`src/rtl/bit_serial_alu.sv`:
```
// bit_serial_alu: LSB-first bit-serial ALU, one operand bit per enabled clock.
//   clk    : system clock, rising edge
//   rst_n  : asynchronous active-low reset
//   ena    : clock enable, 0 freezes all state
//   start  : request, accepted in IDLE or DONE
//   op     : 000 ADD, 001 SUB, 010 AND, 011 OR, 100 XOR, 101 ADC, 110 SHL, 111 SHR
//   a, b   : operands, latched on accepted start
//   busy   : high while bits are being processed
//   done   : one-cycle pulse, result and flags valid from this cycle
//   result : registered result, held until the next done
//   carry  : carry / no-borrow / shifted-out bit, persistent across operations
//   zero   : result == 0
//   ovf    : signed overflow for ADD/SUB/ADC, else 0
module bit_serial_alu #(
   parameter int WIDTH = 8,
   localparam int CNT_W = $clog2(WIDTH)
) (
   input  logic             clk,
   input  logic             rst_n,
   input  logic             ena,
   input  logic             start,
   input  logic [2:0]       op,
   input  logic [WIDTH-1:0] a,
   input  logic [WIDTH-1:0] b,
   output logic             busy,
   output logic             done,
   output logic [WIDTH-1:0] result,
   output logic             carry,
   output logic             zero,
   output logic             ovf
);
   typedef enum logic [1:0] {S_IDLE, S_RUN, S_DONE} state_t;
   localparam logic [2:0] OP_ADD = 3'd0, OP_SUB = 3'd1, OP_AND = 3'd2, OP_OR = 3'd3;
   localparam logic [2:0] OP_XOR = 3'd4, OP_ADC = 3'd5, OP_SHL = 3'd6, OP_SHR = 3'd7;

   state_t           r_state;
   logic [2:0]       r_op;
   logic [WIDTH-1:0] r_a, r_b;
   logic [WIDTH-2:0] r_res;
   logic [CNT_W-1:0] r_cnt;
   logic             r_c, r_z;

   logic             w_a0, w_b0, w_sum, w_maj, w_arith, w_logic, w_bit, w_cn, w_last, w_cin;
   logic [WIDTH-1:0] w_res;

   always_comb begin
      w_a0    = r_a[0];
      w_b0    = (r_op == OP_SUB) ? ~r_b[0] : r_b[0];
      w_sum   = w_a0 ^ w_b0 ^ r_c;
      w_maj   = (w_a0 & w_b0) | (r_c & (w_a0 ^ w_b0));
      w_arith = (r_op == OP_ADD) || (r_op == OP_SUB) || (r_op == OP_ADC);
      w_logic = (r_op == OP_AND) || (r_op == OP_OR) || (r_op == OP_XOR);
      // SHL emits the previous A bit (held in r_c); SHR looks one bit ahead in the A shifter
      w_bit   = w_arith           ? w_sum :
                (r_op == OP_AND)  ? w_a0 & w_b0 :
                (r_op == OP_OR)   ? w_a0 | w_b0 :
                (r_op == OP_XOR)  ? w_a0 ^ w_b0 :
                (r_op == OP_SHL)  ? r_c : r_a[1];
      // For SHR r_c was preloaded with a[0] at start and simply holds
      w_cn    = w_arith ? w_maj : (r_op == OP_SHL) ? w_a0 : r_c;
      w_res   = {w_bit, r_res};
      w_last  = (r_cnt == CNT_W'(WIDTH - 1));
      w_cin   = (op == OP_SUB) ? 1'b1 : (op == OP_ADC) ? carry : (op == OP_SHR) ? a[0] : 1'b0;
   end

   always_ff @(posedge clk or negedge rst_n) begin
      if (!rst_n) begin
         r_state <= S_IDLE;
         r_op    <= '0;
         r_a     <= '0;
         r_b     <= '0;
         r_res   <= '0;
         r_cnt   <= '0;
         r_c     <= 1'b0;
         r_z     <= 1'b0;
         busy    <= 1'b0;
         done    <= 1'b0;
         result  <= '0;
         carry   <= 1'b0;
         zero    <= 1'b0;
         ovf     <= 1'b0;
      end else if (ena) begin
         case (r_state)
            S_RUN: begin
               r_a   <= r_a >> 1;
               r_b   <= r_b >> 1;
               r_res <= w_res[WIDTH-1:1];
               r_c   <= w_cn;
               r_z   <= r_z | w_bit;
               r_cnt <= r_cnt + CNT_W'(1);
               if (w_last) begin
                  r_state <= S_DONE;
                  busy    <= 1'b0;
                  done    <= 1'b1;
                  result  <= w_res;
                  carry   <= w_logic ? carry : w_cn;
                  zero    <= ~(r_z | w_bit);
                  // carry into MSB is r_c, carry out of MSB is w_cn
                  ovf     <= w_arith & (r_c ^ w_cn);
               end
            end
            default: begin
               done <= 1'b0;
               if (start) begin
                  r_state <= S_RUN;
                  busy    <= 1'b1;
                  r_op    <= op;
                  r_a     <= a;
                  r_b     <= b;
                  r_c     <= w_cin;
                  r_z     <= 1'b0;
                  r_cnt   <= '0;
               end else begin
                  r_state <= S_IDLE;
               end
            end
         endcase
      end
   end
endmodule

```
`config.mk`:
```
export PLATFORM = sky130hd
export DESIGN_NAME = bit_serial_alu
export DESIGN_NICKNAME = d
export VERILOG_FILES = /design/src/rtl/bit_serial_alu.sv
export SDC_FILE = /design/constraint.sdc
export NUM_CORES = 1
export LEC_CHECK = 0
export BUFFER_PORTS_ARGS = -buffer_cell sky130_fd_sc_hd__buf_2
export CAP_MARGIN = 0
export CORE_MARGIN = 8
export CORE_UTILIZATION = 30
export DETAILED_ROUTE_END_ITERATION = 12
export SETUP_SLACK_MARGIN = 0.4
export SYNTH_ARGS = -nofsm -noshare
export SYNTH_HDL_FRONTEND = slang
export SYNTH_SLANG_ARGS = --single-unit
```
`constraint.sdc`:
```
create_clock -name clk -period 2.1 [get_ports clk]
set_input_delay 0.42 -clock clk [delete_from_list [all_inputs] [get_ports clk]]
set_output_delay 0.42 -clock clk [all_outputs]
set_load 0.005 [all_outputs]
```
* After elaboration in Yosys (flattened, before gate mapping)
Cells that the tools add are included.
Storage, ports and cells: register bits 46, bits in latches 0, bits in writable memories 0, bits in read-only memories 0, input bits 23, memories kept 0
Operators by class: add/subtract/negate cells 1, $mul 0, divide/modulo/power cells 0, $lt $le $gt $ge 0, eq/ne operators 12, shift operators 0, mux-type cells 29, bitwise gates (word level) 13, reductions and logical operators 13
Operators with widths (count):
- $mux 8 | 4
- $mux 1 | 21
- $eq 3x3->1 const B | 6
- $reduce_and 3->1 | 3
- $eq 3x1->1 const B | 2
- $eq 3x2->1 const B | 2
- $mux 3 | 2
- $reduce_and 2->1 | 3
- $logic_or 1x1->1 | 4
- $mux 2 | 2
- $not 1->1 | 4
- $reduce_and 4->1 | 1
- $add 3x1->3 const B | 1
- $and 1x1->1 | 3
- $logic_not 3->1 | 1
- $or 1x1->1 | 3
- $xor 1x1->1 | 3
- $eq 2x1->1 const B | 1
- $ne 2x2->1 const B | 1
- $reduce_bool 2->1 | 1

* Depth between registers and ports, before layout
word-level depth 9, mapped depth 9

* Worst setup path before layout
Ideal clock, no wire load.
path type register -> register, from register r_op[1], to register r_c, library setup time 0.087 ns, arrival 2.109 ns, data required time 2.013 ns, path slack -0.096 ns, cell stages (with the launch flop) 10, buffers on the path 1, clock period less this slack 2.196 ns, cell sequence dfrtp_1 -> buf_1 -> nor3_1 -> xor2_1 -> inv_1 -> fa_1 -> nor2b_1 -> a221oi_1 -> o21ai_0 -> a22oi_1
On the way: word-level cells in the longest chain between the ends 7, elaborated cells on any way between the ends 14, classes of those cells 3 x eq/ne; 4 x mux; 4 x bitwise; 3 x reduce/logical
RTL lines:
- start: declaration | RTL line 37 | logic [2:0] r_op;
- start signal: assignment | RTL line 107 | r_op <= op;
- $eq 3x1->1 | RTL line 48, 51
- $mux 1 | RTL line 48 | w_b0 = (r_op == OP_SUB) ? ~r_b[0] : r_b[0];
- $xor 1x1->1 | RTL line 50 | w_maj = (w_a0 & w_b0) | (r_c & (w_a0 ^ w_b0));
- $and 1x1->1 | RTL line 50
- $or 1x1->1 | RTL line 50
- $mux 1 * | RTL line 60 | w_cn = w_arith ? w_maj : (r_op == OP_SHL) ? w_a0 : r_c;
- $mux 1 * | RTL line 83 | case (r_state)
- end signal: assignment | RTL line 88 | r_c <= w_cn;
- end signal: assignment | RTL line 110 | r_c <= w_cin;
- end: declaration | RTL line 41 | logic r_c, r_z;
Mark *: on every way between the ends. The rest lies on a longest branch, timed or not. A chain may end at the register's enable or synchronous reset.

* Worst setup path after layout
from register r_op[2], to register carry
On the way: word-level cells in the longest chain between the ends 6, elaborated cells on any way between the ends 20, classes of those cells 6 x eq/ne; 3 x mux; 5 x bitwise; 6 x reduce/logical
RTL lines:
- $eq 3x1->1 | RTL line 48, 51
- $mux 1 | RTL line 48
- $xor 1x1->1 | RTL line 50
- $and 1x1->1 | RTL line 50
- $or 1x1->1 | RTL line 50
- $mux 1 | RTL line 60
- end signal: assignment | RTL line 96 | carry <= w_logic ? carry : w_cn;
- end: declaration | RTL line 28 | output logic carry,
Parallel ways exist; a longest one is shown, timed or not.

==> key figures <==
Synth
  – Synth Register Bits: 45
  – Ys flop type: dfrtp_1
  – Syn_nets: 230
  – EDFF count, synth: 0
  – Mapped Area: ~2100 um^2
  – Post-Syn Instances: between 200 and 250
  – Synth unique cells: 42
  – Yosys warns: 0
  – Register area share after synthesis: 0.5239
  – Avg Cell Area, Syn: 10.64 um^2
  – Asr flop ratio synth: 1.000

Timing
  – Setup Viol. Count Final: 0
  – Fin. Hold Viols: 0
  – Final Hold Slack: 0.3331 ns
  – Fin Setup TNS: 0 ns
  – Post-route minimum period: 1.985 ns
  – Final setup skew: 0.005559 ns
  – Final Max Slew Viols: 0
  – RSZ-0062 raised after global routing: yes
  – Period utilization: 0.9453
  – Peak Freq: 503.7 MHz
  – Setup slack after layout: 0.1148 ns
  – Worst-Margin Slew: about 0.73 ns
  – Max_slew headroom: 0.5118

Detailed routing
  – Total vias in the final route: 1573
  – Met2 wire len: 2.165 mm
  – Avg Vias per Cell: 4.507
  – Detailed route wirelength on metal3: 259 um
  – Routed Antenna Nets: 0
  – Iter 0 DRT Violations: 47
  – DR pass1 iterations: 4
  – Met1 WL: 2.148 mm
  – Avg WL per Cell: 13.35 um
  – Residual DRC count: 0
  – Top routing layer used: met4
  – WL final: 4.658 mm

Min path
  – Worst Hold Class: in2reg

Clock tree
  – Total CTS buffers: 5
  – Clock root buffer: clkbuf_8
  – Clock Sinks: 45
  – Clock transition at path regs: 0.08 ns
  – H-tree level count: 2
  – Clk_lat worst skew: about 0.30 ns
  – CTS max path bufs: 2
  – CTS tree: built

Layout
  – Antenna Cells: 0
  – Fin area: 2693 um^2
  – Most common cell after layout, fill and taps aside: nand2_1
  – Share of cells above drive strength 1: 0.3320
  – Area delta synth->final: 25.26%
  – Most frequent cells in the layout: 47 x nand2_1, 45 x dfrtp_1, 35 x buf_2
  – Layout Utilization: 0.3793
  – Post-Layout Cell Count: 349
  – Nets@finish: 277

Placement
  – Place WS: 0.1337 ns
  – Detailed Place HPWL: 3.225 mm
  – Placer Congestion: between 0.8 and 0.9
  – PortBufs: 35
  – Post-DP Area: 2457 um^2
  – Post-placement cell count: ~330

Pwr
  – Pwr Density: 1505 nW/um^2
  – Pleak: 1.355 nW
  – Peak VDD IR: 0.0004707 V
  – Design Power: 4.051 mW

Floorplan
  – Die Height: 100.6 um
  – Core area: between 7000 and 8000 um^2
  – FP Rows: 31
  – Die Width: 100.6 um
  – I/O pins: 36
  – DIE AREA: 10130 um^2
  – Starting Density: 0.3028

Global route
  – Initial antenna violation count: 0
  – First-pass GRT wire length: 7.776 mm
  – Grt total ovfl: 0
  – Pin count of the biggest net entering global routing: 36
  – GRT Util Overall: 0.09625
  – Vias in the first global route: 1680

Worst setup path
  – CP Class: reg2reg
  – Startpoint types: register
  – Req. time, crit path: 2.34 ns
  – Crit-path max FO: 3
  – CP Data Arrival Time: 2.22 ns
  – Worst setup EP type: register

Run status
  – Status: complete, no violations

Job
  – Total of max-cap violations: 0
## what timing repair did
action                                  CTS  global route
pin swaps                                 3             6
hold endpoints to repair                 11             0
endpoints found under the setup margin    7            20
hold buffers                              1             0
buffers inserted                          3             3
gates resized for setup                   4             5
cloned                                    0             1
## critical path, stage by stage (launching register included)
cell and delay, ns:
dfrtp_1 0.40, nor3_2 0.20, xor2_1 0.22, inv_1 0.11, fa_2 0.37, buf_4 0.15
a2111oi_4 0.31, o21bai_1 0.10, nand3_1 0.08
## flip-flops by register name (all words and copies together) (netlist names), 3 cells and up
name	flops
result	8
r_cnt	3
r_a	8
r_b	8
r_res	7
r_op	3
## metal layers
| metal | track usage | vias up |
|---|---|---|
| li1 | - | 790 |
| met1 | 0.1132 | 749 |
| met2 | 0.1559 | 27 |
| met3 | 0.03108 | 7 |
| met4 | 0.04302 | 0 |
| met5 | 0 | - |
## final timing paths
check                                      start                     to  slack, ns  cells past startpoint
min in group asynchronous                  rst_n  result[4]$_DFFE_PN0P_       0.53                      2
max                          r_op[2]$_DFFE_PN0P_      carry$_DFFE_PN0P_       0.11                      8
max in group asynchronous                  rst_n     r_b[1]$_DFFE_PN0P_       1.00                      3
min reg2reg                result[0]$_DFFE_PN0P_  result[0]$_DFFE_PN0P_       0.47                      2
max reg2reg                  r_op[2]$_DFFE_PN0P_      carry$_DFFE_PN0P_       0.11                      8
min                                         a[7]     r_a[7]$_DFFE_PN0P_       0.33                      2
## synth_stat cells, types with 2 or more instances
master    n  area (um^2)
nor3b_1   2        15.01
nor2b_1   3        18.77
dfrtp_1  45         1126
ha_1      4        50.05
a22o_1    2        17.52
nand3_1   2        10.01
o21ai_1   3        15.01
buf_6     2        22.52
nand2_1  47        176.4
o21ai_0  23        115.1
inv_1     7        26.28
mux2_2    8        90.09
a21oi_1   3        15.01
buf_4     3        22.52
nor2_1    3        11.26
buf_2     3        15.01
a32o_1    2        20.02
mux2i_1  15        150.1
nor3_1    2        10.01
## report_power, final
group / internal, mW / switching [mW] / total (mW) / leakage (nW)
combinational: 0.915 / 0.884 / 1.80 / 0.716
clock: 0.473 / 0.296 / 0.769 / 0.0681
sequential: 1.24 / 0.246 / 1.48 / 0.571
## final cells by class
type | count | area [um^2]
Multi-Input combinational cell | 140 | 992.2
Clock inverter | 3 | 65.06
Fill cell | 733 | 4405
Tap cell | 99 | 123.9
Timing Repair Buffer | 50 | 290.3
Clock buffer | 5 | 68.82
Inverter | 7 | 26.28
Sequential cell | 45 | 1126
## logic make-up (layout without fill, tap and decap cells)
family,Yosys count,count (layout),share of synthesized area
multiplexers,24,24,0.1222
XOR/XNOR,2,2,0.008150
buffers and inverters,18,65,0.04598
flip-flops,45,45,0.5239
AND/OR/NAND/NOR,65,65,0.1380
AO/OA/AOI/OAI,43,44,0.1292
adder cells (fa/ha/maj),5,5,0.03260
No activity file was read; power rests on OpenSTA's default activity.
